### src/rtl/i2c_byte_tx.sv
// I2C master byte transmitter: serializes WIDTH bits onto open-drain SDA, then samples the slave ACK.
// Build option: define I2C_TX_LSB_FIRST_EN to send LSB first instead of the standard MSB-first order.
module i2c_byte_tx #(
    parameter int WIDTH = 8
) (
    input  logic             clock,
    input  logic             reset,
    input  logic [WIDTH-1:0] data_in,
    input  logic             load,
    input  logic             scl_low_tick,
    input  logic             scl_high_tick,
    input  logic             sda_in,
    output logic             sda_oe,
    output logic             ready,
    output logic             done,
    output logic             ack
);

    localparam int CW = $clog2(WIDTH);
    localparam logic [CW-1:0] LAST_BIT = CW'(WIDTH - 1);
    localparam logic [CW-1:0] CNT_ONE  = CW'(1);

    typedef enum logic [1:0] {
        IDLE = 2'd0,
        DATA = 2'd1,
        ACK  = 2'd2
    } state_t;

    state_t           state_r, state_s;
    logic [WIDTH-1:0] shreg_r, shreg_s;
    logic [CW-1:0]    bitcnt_r, bitcnt_s;
    logic             sda_oe_s, ready_s, done_s, ack_s;

    // Bit currently on the wire; the bit-order option only changes these two helpers.
    function automatic logic out_bit(input logic [WIDTH-1:0] sr);
`ifdef I2C_TX_LSB_FIRST_EN
        return sr[0];
`else
        return sr[WIDTH-1];
`endif
    endfunction

    function automatic logic [WIDTH-1:0] shift_out(input logic [WIDTH-1:0] sr);
`ifdef I2C_TX_LSB_FIRST_EN
        return {1'b0, sr[WIDTH-1:1]};
`else
        return {sr[WIDTH-2:0], 1'b0};
`endif
    endfunction

    // Next-state, datapath and registered-output next values.
    always_comb begin
        state_s  = state_r;
        shreg_s  = shreg_r;
        bitcnt_s = bitcnt_r;
        ack_s    = ack;
        done_s   = 1'b0;
        case (state_r)
            IDLE: begin
                if (load) begin
                    shreg_s  = data_in;
                    bitcnt_s = {CW{1'b0}};
                    state_s  = DATA;
                end else begin
                    state_s  = IDLE;
                end
            end
            DATA: begin
                if (scl_low_tick) begin
                    if (bitcnt_r == LAST_BIT) begin
                        state_s = ACK;
                    end else begin
                        shreg_s  = shift_out(shreg_r);
                        bitcnt_s = bitcnt_r + CNT_ONE;
                    end
                end else begin
                    state_s = DATA;
                end
            end
            ACK: begin
                if (scl_high_tick) begin
                    ack_s   = ~sda_in;
                    done_s  = 1'b1;
                    state_s = IDLE;
                end else begin
                    state_s = ACK;
                end
            end
            default: begin
                state_s  = IDLE;
                bitcnt_s = {CW{1'b0}};
            end
        endcase

        // Outputs are computed from the next state so they register in step with it.
        if (state_s == DATA) begin
            sda_oe_s = ~out_bit(shreg_s);
        end else begin
            sda_oe_s = 1'b0;
        end
        ready_s = (state_s == IDLE);
    end

    // State and output registers; async reset releases SDA without a clock.
    always_ff @(posedge clock or posedge reset) begin
        if (reset) begin
            state_r  <= IDLE;
            shreg_r  <= {WIDTH{1'b0}};
            bitcnt_r <= {CW{1'b0}};
            sda_oe   <= 1'b0;
            ready    <= 1'b1;
            done     <= 1'b0;
            ack      <= 1'b0;
        end else begin
            state_r  <= state_s;
            shreg_r  <= shreg_s;
            bitcnt_r <= bitcnt_s;
            sda_oe   <= sda_oe_s;
            ready    <= ready_s;
            done     <= done_s;
            ack      <= ack_s;
        end
    end

endmodule

### config.mk
export PLATFORM = sky130hd
export DESIGN_NAME = i2c_byte_tx
export DESIGN_NICKNAME = d
export VERILOG_FILES = /design/src/rtl/i2c_byte_tx.sv
export SDC_FILE = /design/constraint.sdc
export NUM_CORES = 1
export LEC_CHECK = 0
export BUFFER_PORTS_ARGS = -buffer_cell sky130_fd_sc_hd__buf_2
export CAP_MARGIN = 5
export CORE_UTILIZATION = 35
export CTS_BUF_LIST = sky130_fd_sc_hd__clkbuf_4
export DETAILED_ROUTE_END_ITERATION = 12
export PLACE_DENSITY = 0.54
export RECOVER_POWER = 100
export SYNTH_ARGS = -nofsm -noshare
export SYNTH_HDL_FRONTEND = slang
export SYNTH_SLANG_ARGS = --single-unit
### constraint.sdc
create_clock -name clock -period 3.2 [get_ports clock]
set_input_delay 0 -clock clock [delete_from_list [all_inputs] [get_ports clock]]
set_output_delay 0 -clock clock [all_outputs]
set_load 0.01 [all_outputs]
==> results.tsv, run 1 <==
stage	metric	value	unit
status	status	finished, final reports clean	
drt	firstDrtPassIters	3	
pwr	p_per_area	709	nW/um^2
timing	whs	10.9	ps
synthesis	ys.warnings.count	0	
critical_path	critPathSlowestCell	and4bb_1	
timing	period_share	59.5	%
floorplan	die_area	2380	um^2
floorplan	start_util	38.2	%
drt	drt.antenna.violating_nets	0	
cells_and_area	area_growth_syn_to_layout	24.2	%
critical_path	path_max_fanout	11	
synthesis	synth-simple-area-share	13.9	%
global_routing	antenna_found_initial	0	
drt	wl_met3	58	um
global_routing	grt_pass1_vias	570	
synthesis	seq_area_frac_synth	55.8	%
floorplan	core-area	2000	um^2
cts	cts_setup_buffers	0	
synthesis	synth.distinct_cells	23	
timing	fmax	526	MHz
cells_and_area	final_common_cell	dfrtp_1	
critical_path	worst_setup_path_end_kind	flip-flop	
drt	vias_per_cell	4.85	
synthesis	synth_compound_area_share	22.6	%
placement	numPortBuffers	17	
synthesis	synth_mux_area_share	1.47	%
floorplan	die_y	48.7	um
drt	first_iter_violations	11	
synthesis	avgSynthCellArea	13.0	um^2
timing	setup_viol	0	
critical_path	crit_family	simple AND/OR/NAND/NOR gates	
critical_path	rr_worst_depth	5	
floorplan	io_pins	18	
drt	route.detailed.drc	0	
synthesis	synth_top_family_by_area	compound AO/OA/AOI/OAI gates	
timing	relSlewSlack	56.3	%
flow_run	drv_cap	0	
drt	vias	543	
drt	wl_met2	627	um
critical_path	ff2ff_setup_slack	1300	ps
critical_path	path_depth	5	
timing	fin_ws	1300	ps
cells_and_area	drive_gt1_share	29.4	%
cts	clk_transition_reported_paths	100	ps
timing	finalHoldViolCount	0	
critical_path	worstPathRequired	3390	ps
cts	clkLatencyLatePin	290	ps
pwr	ir_worst_vdd	0.368	mV
timing	rsz0062_at_grt	false	
worst_hold_path	min_from	data_in[3]	
placement	gp_congestion	0.663	
cts	cts_hold_buf	6	
global_routing	grt_pass1_wl	2430	um
pwr	power.leakage	0.511	nW
drt	highest_layer	met4	
synthesis	synth_fa_ha_area_share	3.27	%
timing	setup-tns-final	0	ps
floorplan	num_rows	16	
cts	clock_path_buffers	2	
cts	cts_buffers	3	
synthesis	ys_ff_latch	17	
synthesis	netlist_instances	59	
critical_path	regToRegEndpoint	shreg_r[0]	
critical_path	cp_cell_sequence	ha_1 -> ha_1 -> and4bb_1 -> nor2_1 -> a22o_1	
floorplan	die_w	48.7	um
worst_hold_path	hp-class	in2reg	
synthesis	syn_area	764	um^2
critical_path	startpoint_type	flip-flop	
critical_path	crit_buf_inv	0	
global_routing	grt_use_total	13.9	%
critical_path	cp.arrival	2090	ps
critical_path	critPathKind	reg2reg	
synthesis	synth_fp_nets	75	
critical_path	rr_startpoint	bitcnt_r[0]	
global_routing	grt_max_degree	18	
global_routing	grt-ovfl-total	0	
worst_hold_path	hold_depth	3	
cts	cts.sinks	17	
timing	slew_viol_final	0	
cells_and_area	layout_common_cells	dfrtp_1 (16), buf_2 (13), a22o_1 (8), a21o_1 (7), dlygate4sd3_1 (6)	
drt	routedWlPerCell	11.9	um
timing	fin_worst_skew	4.95	ps
drt	wl	1330	um
cells_and_area	antenna_cells	0	
worst_hold_path	hold_end	shreg_r[3]	
critical_path	crit_top_cell	ha_1	
drt	wl_met1	634	um
timing	tightest_slew	654	ps
cts	htreeDepth	1	
cts	root_buffer	clkbuf_4	
placement	pre_cts_slack	1410	ps
critical_path	max_stage_delay	520	ps
cells_and_area	num-nets-final	102	
timing	finalCriticalPeriod	1900	ps
synthesis	synthXorXnorAreaFrac	0	%
cts	cts_tree	yes	
cts	cts_resized	0	
worst reg2reg max path: cells and delay by family (launching register included):
kind,cells,cell delay (ps)
fa+ha+maj,2,410
compound gates,1,230
flops,1,390
simple gates,2,770
sequential cells by signal (all words and copies together) (netlist names):
| register | cells |
|---|---|
| bitcnt_r | 3 |
| done | 1 |
| state_r | 2 |
| sda_oe | 1 |
| ack | 1 |
| ready | 1 |
| shreg_r | 8 |
through the flow:
step | instance area, um^2 | instances | utilization [%] | total power (W)
2_1_floorplan | 764 | 59 | - | 0.000513
3_3_place_gp | 872 | 102 | 43.6 | 0.000559
3_5_place_dp | 872 | 102 | 43.6 | 0.000562
4_1_cts | 962 | 112 | 48.1 | 0.000695
5_1_grt | 950 | 112 | 47.4 | 0.000735
6_report | 950 | 112 | 47.4 | 0.000673
Yosys cell counts:
library cell | instances | area [um^2]
ha_1 | 2 | 25.0
a22o_2 | 2 | 20.0
nor2_1 | 2 | 7.51
and4bb_1 | 1 | 12.5
or3_1 | 1 | 6.26
inv_1 | 3 | 11.3
dfrtp_1 | 16 | 400
nand2b_1 | 1 | 6.26
a22o_1 | 8 | 70.1
nand2_1 | 2 | 7.51
mux2_2 | 1 | 11.3
or2b_2 | 1 | 8.76
nor2_4 | 1 | 11.3
a211oi_2 | 1 | 12.5
buf_6 | 1 | 11.3
nor3b_4 | 1 | 18.8
and3_2 | 1 | 7.51
dfstp_2 | 1 | 26.3
nand3b_1 | 1 | 7.51
nor2b_1 | 2 | 12.5
o21ai_0 | 1 | 5.00
o22ai_1 | 2 | 12.5
a21o_1 | 7 | 52.6
per-layer routing:
layer / vias to the layer above / GRT usage, %
met5: - / 0
met1: 260 / 16.5
met3: 2 / 5.66
li1: 271 / -
met4: 0 / 4.41
met2: 10 / 22.7
how the worst max path moves through the flow:
stage           startpoint    endpoint  slack (ps)
2_1_floorplan  bitcnt_r[0]  shreg_r[0]        1670
3_3_place_gp   bitcnt_r[0]  shreg_r[0]        1420
3_5_place_dp   bitcnt_r[0]  shreg_r[3]        1410
4_1_cts        bitcnt_r[0]  shreg_r[0]        1400
5_1_grt        bitcnt_r[0]  shreg_r[0]        1140
6_report       bitcnt_r[0]  shreg_r[0]        1300
layout make-up:
cell class,instances,area (um^2)
well taps,27,33.8
multi-input cells,38,308
flip-flops and latches,17,427
inverters,3,11.3
fillers,203,1050
repair buffers,23,140
clock buffers,4,30.0
power by group:
group	switching [W]	total [W]	leakage (nW)	internal, W
clock	0.0000645	0.000121	0.0184	0.0000569
sequential	0.0000438	0.000334	0.216	0.000290
combinational	0.0000997	0.000218	0.276	0.000118
cells by family after synthesis:
| kind of cell | after synthesis |
|---|---|
| compound gates | 21 |
| fa+ha+maj | 2 |
| buf+inv | 4 |
| flops | 17 |
| mux | 1 |
| simple gates | 14 |
Power figures use the tool's default switching activity.
==> run 2, diff against run 1 <==
==> constraint.sdc (replaced) <==
create_clock -name clock -period 1.8 [get_ports clock]
set_input_delay 0 -clock clock [delete_from_list [all_inputs] [get_ports clock]]
set_output_delay 0 -clock clock [all_outputs]
set_load 0.01 [all_outputs]
==> run 2 against run 1 <==
Critical path depth rose by 1. Sequential share of layout area rose by 0.48 points. Fmax rose by 16%. Combinational power rose by 81%. Sequential power rose by 78%. Clock-buffer cell count did not move.
==> results.tsv, run 2 (synthesis gave the netlist of run 1 again) <==
stage	metric	value	unit	change
floorplan	die_y	48.7	um	unchanged
critical_path	rr_startpoint	bitcnt_r[0]		
placement	numPortBuffers	17		unchanged
global_routing	grt-ovfl-total	0		unchanged
cts	clock_path_buffers	2		unchanged
cells_and_area	regMostFlops	shreg_r		
drt	first_iter_violations	5		-6
floorplan	core-area	2000	um^2	unchanged
cells_and_area	final_common_cell	dfrtp_1		
timing	rsz0062_at_grt	false		
timing	tightest_slew	621	ps	-33.3 ps
pwr	p_per_area	1280	nW/um^2	+80%
cells_and_area	fillCellCount	201		-0.99%
timing	fmax	611	MHz	+16%
global_routing	met3_usage	5.35	%	-0.31 points
flow_run	drv_cap	0		unchanged
cells_and_area	largestRegisters	shreg_r x8, bitcnt_r x3, state_r x2		
cts	root_buffer	clkbuf_4		
global_routing	grt_max_degree	18		unchanged
critical_path	max_stage_delay	400	ps	-120 ps
global_routing	top_usage_layer	met2		
drt	firstDrtPassIters	2		-1
timing	finalCriticalPeriod	1640	ps	-265 ps
cells_and_area	antenna_cells	0		unchanged
global_routing	antenna_found_initial	0		unchanged
drt	wl	1260	um	-5.8%
cells_and_area	area_growth_syn_to_layout	22.9	%	
critical_path	crit_family	adder cells		
critical_path	path_max_fanout	11		unchanged
drt	vias	545		+0.37%
timing	slew_viol_final	0		unchanged
worst_hold_path	min_from	data_in[3]		
critical_path	critPathSlowestCell	dfrtp_1		
floorplan	die_w	48.7	um	unchanged
drt	drt.antenna.violating_nets	0		unchanged
critical_path	worstPathRequired	2000	ps	-1390 ps
cts	cts_buffers	3		unchanged
cells_and_area	final_area	940	um^2	-1.1%
critical_path	worst_setup_path_end_kind	flip-flop		
timing	period_share	91.0	%	+32 points
global_routing	grt_use_total	12.2	%	-1.6 points
cts	clk_transition_reported_paths	90	ps	about the same
global_routing	grt_pass1_wl	2180	um	-10%
critical_path	startpoint_type	flip-flop		
cells_and_area	layout_common_cells	dfrtp_1 (16), buf_2 (13), a22o_1 (8), a21o_1 (7)		
critical_path	crit_top_cell	ha_1		
global_routing	grt_pass1_vias	527		-7.5%
critical_path	critPathKind	reg2reg		
placement	gp_congestion	0.697		+5.1%
floorplan	num_rows	16		unchanged
critical_path	critPathLaunch	bitcnt_r[0]		
cts	cts_tree	yes		
cts	htreeDepth	1		unchanged
timing	relSlewSlack	58.6	%	+2.2 points
timing	finalHoldViolCount	0		unchanged
floorplan	die_area	2380	um^2	unchanged
drt	vias_per_cell	4.91		+1.3%
cells_and_area	largest_reg_flops	8		unchanged
cts	cts_resized	0		unchanged
floorplan	start_util	38.2	%	unchanged
cts	cts.sinks	17		unchanged
cells_and_area	fin_util	46.9	%	-0.50 points
pwr	ir_worst_vdd	0.653	mV	+77%
status	status	finished, final reports clean		
cts	cts_setup_buffers	0		unchanged
global_routing	grt_use_met2	19.7	%	-3.0 points
critical_path	crit_buf_inv	1		+1
global_routing	grt_use_met1	14.5	%	-2.1 points
worst_hold_path	hp-class	in2reg		
drt	routedWlPerCell	11.3	um	-5.0%
timing	setup-tns-final	0	ps	unchanged
timing	whs	11.0	ps	+0.0394 ps
placement	placed_area	880	um^2	+0.86%
cells_and_area	num-nets-final	101		-0.98%
critical_path	cp_cell_sequence	ha_1 -> ha_1 -> and4bb_1 -> buf_4 -> nor2_4 -> a211oi_1		
drt	route.detailed.drc	0		unchanged
floorplan	io_pins	18		unchanged
cells_and_area	drive_gt1_share	31.0	%	+1.5 points
critical_path	cp.arrival	1840	ps	-250 ps
pwr	power.leakage	0.508	nW	-0.56%
timing	fin_worst_skew	5.71	ps	+0.765 ps
cts	clkLatencyLatePin	280	ps	about the same
placement	dp_hpwl	929	um	
timing	setup_viol	0		unchanged
-- run 2: power breakdown --
part / internal [W] / switching [W]
clock: 0.000101 / 0.000109
sequential: 0.000516 / 0.0000801
combinational: 0.000215 / 0.000179
total: 0.000832 / 0.000368
-- run 2: timing repair --
| item | 4_1_cts | 5_1_grt |
|---|---|---|
| endpoints found under the hold margin | 19 | 0 |
| hold buffers | 4 | 0 |
| setup endpoints to repair | 0 | 0 |
-- run 2: final timing paths --
kind | cells past startpoint | slack, ps | end
min reg2reg | 1 | 460 | sda_oe
max reg2reg | 6 | 160 | sda_oe
min in group asynchronous | 3 | 330 | shreg_r[1]
min | 3 | 10 | shreg_r[3]
max in group asynchronous | 3 | 1070 | state_r[1]
max | 6 | 160 | sda_oe
-- run 2: layer usage --
metal / wire length [um] / share of wire (%)
met5: 0 / 0
met1: 605 / 48
met3: 65 / 5.2
met4: 13 / 1.0
met2: 572 / 46
-- run 2: cell type report --
| type | count | area [um^2] | area share [%] |
|---|---|---|---|
| clock buffer | 4 | 30.0 | 3.20 |
| inverter | 3 | 11.3 | 1.20 |
| multi-input combinational | 38 | 310 | 33.0 |
| sequential | 17 | 427 | 45.4 |
| tap | 27 | 33.8 | 3.60 |
| timing repair buffer | 22 | 128 | 13.6 |
-- run 2: stage by stage --
| step | setup WS (ps) | std cells | total power (W) |
|---|---|---|---|
| finish | 162 | 111 | 0.00120 |
| detailed placement | 170 | 103 | 0.00101 |
| CTS | 154 | 111 | 0.00123 |
| global route | 40.5 | 111 | 0.00129 |
| global placement | 184 | 103 | 0.00101 |
| floorplan | 271 | 59 | 0.000911 |
-- run 2: worst min-delay path, stage by stage --
cell and delay (ps):
buf_2 80, a22o_1 120, a21o_1 70
==> run 3, diff against run 2 <==
==> constraint.sdc (replaced) <==
create_clock -name clock -period 1.6 [get_ports clock]
set_input_delay 0 -clock clock [delete_from_list [all_inputs] [get_ports clock]]
set_output_delay 0 -clock clock [all_outputs]
set_load 0.01 [all_outputs]
==> run 3 against run 2 <==
Cell count up 3.6%. Fmax up 5.6%. Sequential share of layout area down 2.9 points. Utilization up 3.2 points. Final area up 6.8%. Combinational power up 36%. Non-clock buffer count up 3. Routed wire length up 12%. Clock power up 18%. Critical endpoint is now shreg_r[0]. Largest power group unchanged.
==> results.tsv, run 3 (synthesis gave the netlist of run 1 again) <==
stage	metric	value	unit	change
cells_and_area	fin_util	50.1	%	+3.2 points
global_routing	grt_pass1_vias	584		+11%
critical_path	cp.arrival	1730	ps	-110 ps
cells_and_area	largestRegisters	shreg_r x8, bitcnt_r x3, state_r x2		
cells_and_area	antenna_cells	0		unchanged
drt	wl	1400	um	+12%
floorplan	core-area	2000	um^2	unchanged
critical_path	critPathKind	reg2reg		
timing	slew_viol_final	0		unchanged
drt	drt.antenna.violating_nets	0		unchanged
timing	rsz0062_at_grt	true		
global_routing	grt_use_total	13.6	%	+1.4 points
cells_and_area	num-nets-final	105		+4.0%
critical_path	worst_setup_path_end_kind	flip-flop		
status	status	finished, final reports clean		
global_routing	grt_max_degree	18		unchanged
timing	finalCriticalPeriod	1550	ps	-87.5 ps
critical_path	ff2ff_setup_slack	50	ps	-110 ps
cts	cts_setup_buffers	0		unchanged
timing	fin_worst_skew	0.791	ps	-4.92 ps
critical_path	startpoint_type	flip-flop		
timing	period_share	96.9	%	+5.9 points
cts	clk_transition_reported_paths	100	ps	about the same
cts	clock_path_buffers	2		unchanged
critical_path	worstPathRequired	1780	ps	-220 ps
global_routing	grt_pass1_wl	2390	um	+9.8%
floorplan	io_pins	18		unchanged
placement	gp_congestion	0.723		+3.7%
drt	vias_per_cell	4.98		+1.5%
critical_path	path_max_fanout	5		-6
global_routing	grt-ovfl-total	0		unchanged
drt	first_iter_violations	6		+1
flow_run	drv_cap	0		unchanged
placement	numPortBuffers	17		unchanged
floorplan	die_y	48.7	um	unchanged
timing	finalHoldViolCount	0		unchanged
cts	cts_tree	yes		
pwr	p_per_area	1460	nW/um^2	+14%
worst_hold_path	hp-class	in2reg		
timing	setup_viol	0		unchanged
timing	whs	11.1	ps	+0.0990 ps
placement	pre_cts_slack	-9.68	ps	-180 ps
cts	cts.sinks	17		unchanged
timing	fmax	645	MHz	+5.6%
cells_and_area	area_growth_syn_to_layout	31.3	%	
timing	relSlewSlack	56.9	%	-1.7 points
floorplan	start_util	38.2	%	unchanged
floorplan	die_area	2380	um^2	unchanged
floorplan	die_w	48.7	um	unchanged
cells_and_area	final_common_cell	dfrtp_1		
cts	clkLatencyLatePin	280	ps	about the same
cts	root_buffer	clkbuf_4		
global_routing	antenna_found_initial	0		unchanged
placement	dp_hpwl	962	um	+3.5%
timing	fin_ws	49.5	ps	-113 ps
cells_and_area	drive_gt1_share	38.6	%	+7.7 points
pwr	ir_worst_vdd	0.652	mV	about the same
drt	firstDrtPassIters	4		+2
cts	cts_buffers	3		unchanged
cells_and_area	largest_reg_flops	8		unchanged
floorplan	num_rows	16		unchanged
drt	vias	573		+5.1%
cells_and_area	regMostFlops	shreg_r		
pwr	power.leakage	0.520	nW	+2.4%
cts	htreeDepth	1		unchanged
drt	route.detailed.drc	0		unchanged
cells_and_area	layout_common_cells	dfrtp_1 (16), buf_2 (13), a22o_1 (8), a21o_1 (7), dlygate4sd3_1 (5)		
drt	routedWlPerCell	12.2	um	+7.7%
timing	tightest_slew	646	ps	+25.0 ps
[run 3: cell count changes in the layout (fill, tap and decap cells not counted), sizes merged]
cell | previous run | this run
buf | 14 | 16
dlygate4sd3 | 4 | 5
nor2 | 3 | 4
[run 3: path summary, 6_finish.rpt]
kind | start | to | cells after the start
setup / recovery | bitcnt_r[0] | shreg_r[0] | 5
hold / removal | data_in[5] | shreg_r[5] | 3
setup reg to reg | bitcnt_r[0] | shreg_r[0] | 5
hold reg to reg | shreg_r[7] | sda_oe | 1
max in group asynchronous | reset | shreg_r[0] | 3
min in group asynchronous | reset | bitcnt_r[1] | 3
[run 3: through the flow]
stage | instance area [um^2] | total power, W | instances | TNS [ps]
after detailed placement | 895 | 0.00117 | 105 | -46.2
after global placement | 895 | 0.00116 | 105 | 0
after CTS | 973 | 0.00144 | 113 | 0
after global routing | 1000 | 0.00158 | 115 | -8.33
after floorplan | 764 | 0.00103 | 59 | 0
final | 1000 | 0.00146 | 115 | 0
[run 3: what timing repair did]
action,in CTS,in global routing
endpoints found under the setup margin,8,12
hold endpoints to repair,20,1
gates resized for setup,3,4
cloned,0,1
hold buffers,4,1
pin swaps,0,3
[run 3: layer usage]
layer / global-route usage, % / wire length, um / up-vias
met1: 15.8 / 663 / 282
li1: - / - / 275
met2: 22.7 / 657 / 12
met5: 0 / 0 / -
met3: 2.83 / 49 / 4
met4: 8.82 / 29 / 0
[run 3: cell type report]
type | instances | area (um^2)
clock buffer | 4 | 30.0
fill | 200 | 998
inverter | 3 | 11.3
multi-input combinational | 39 | 345
sequential | 17 | 427
tap | 27 | 33.8
timing repair buffer | 25 | 156
[run 3: critical path, stage by stage, from the launching register on]
cell      delay, ps
dfrtp_1         390
ha_2            200
ha_4            160
and4bb_4        390
nor2_4           70
a22o_1          230
[run 3: where the power goes]
| group | internal, W | switching [W] | total (W) |
|---|---|---|---|
| Clock | 0.000114 | 0.000133 | 0.000247 |
| Combinational | 0.000309 | 0.000226 | 0.000535 |
| Sequential | 0.000580 | 0.0000983 | 0.000678 |
| Total | 0.00100 | 0.000457 | 0.00146 |
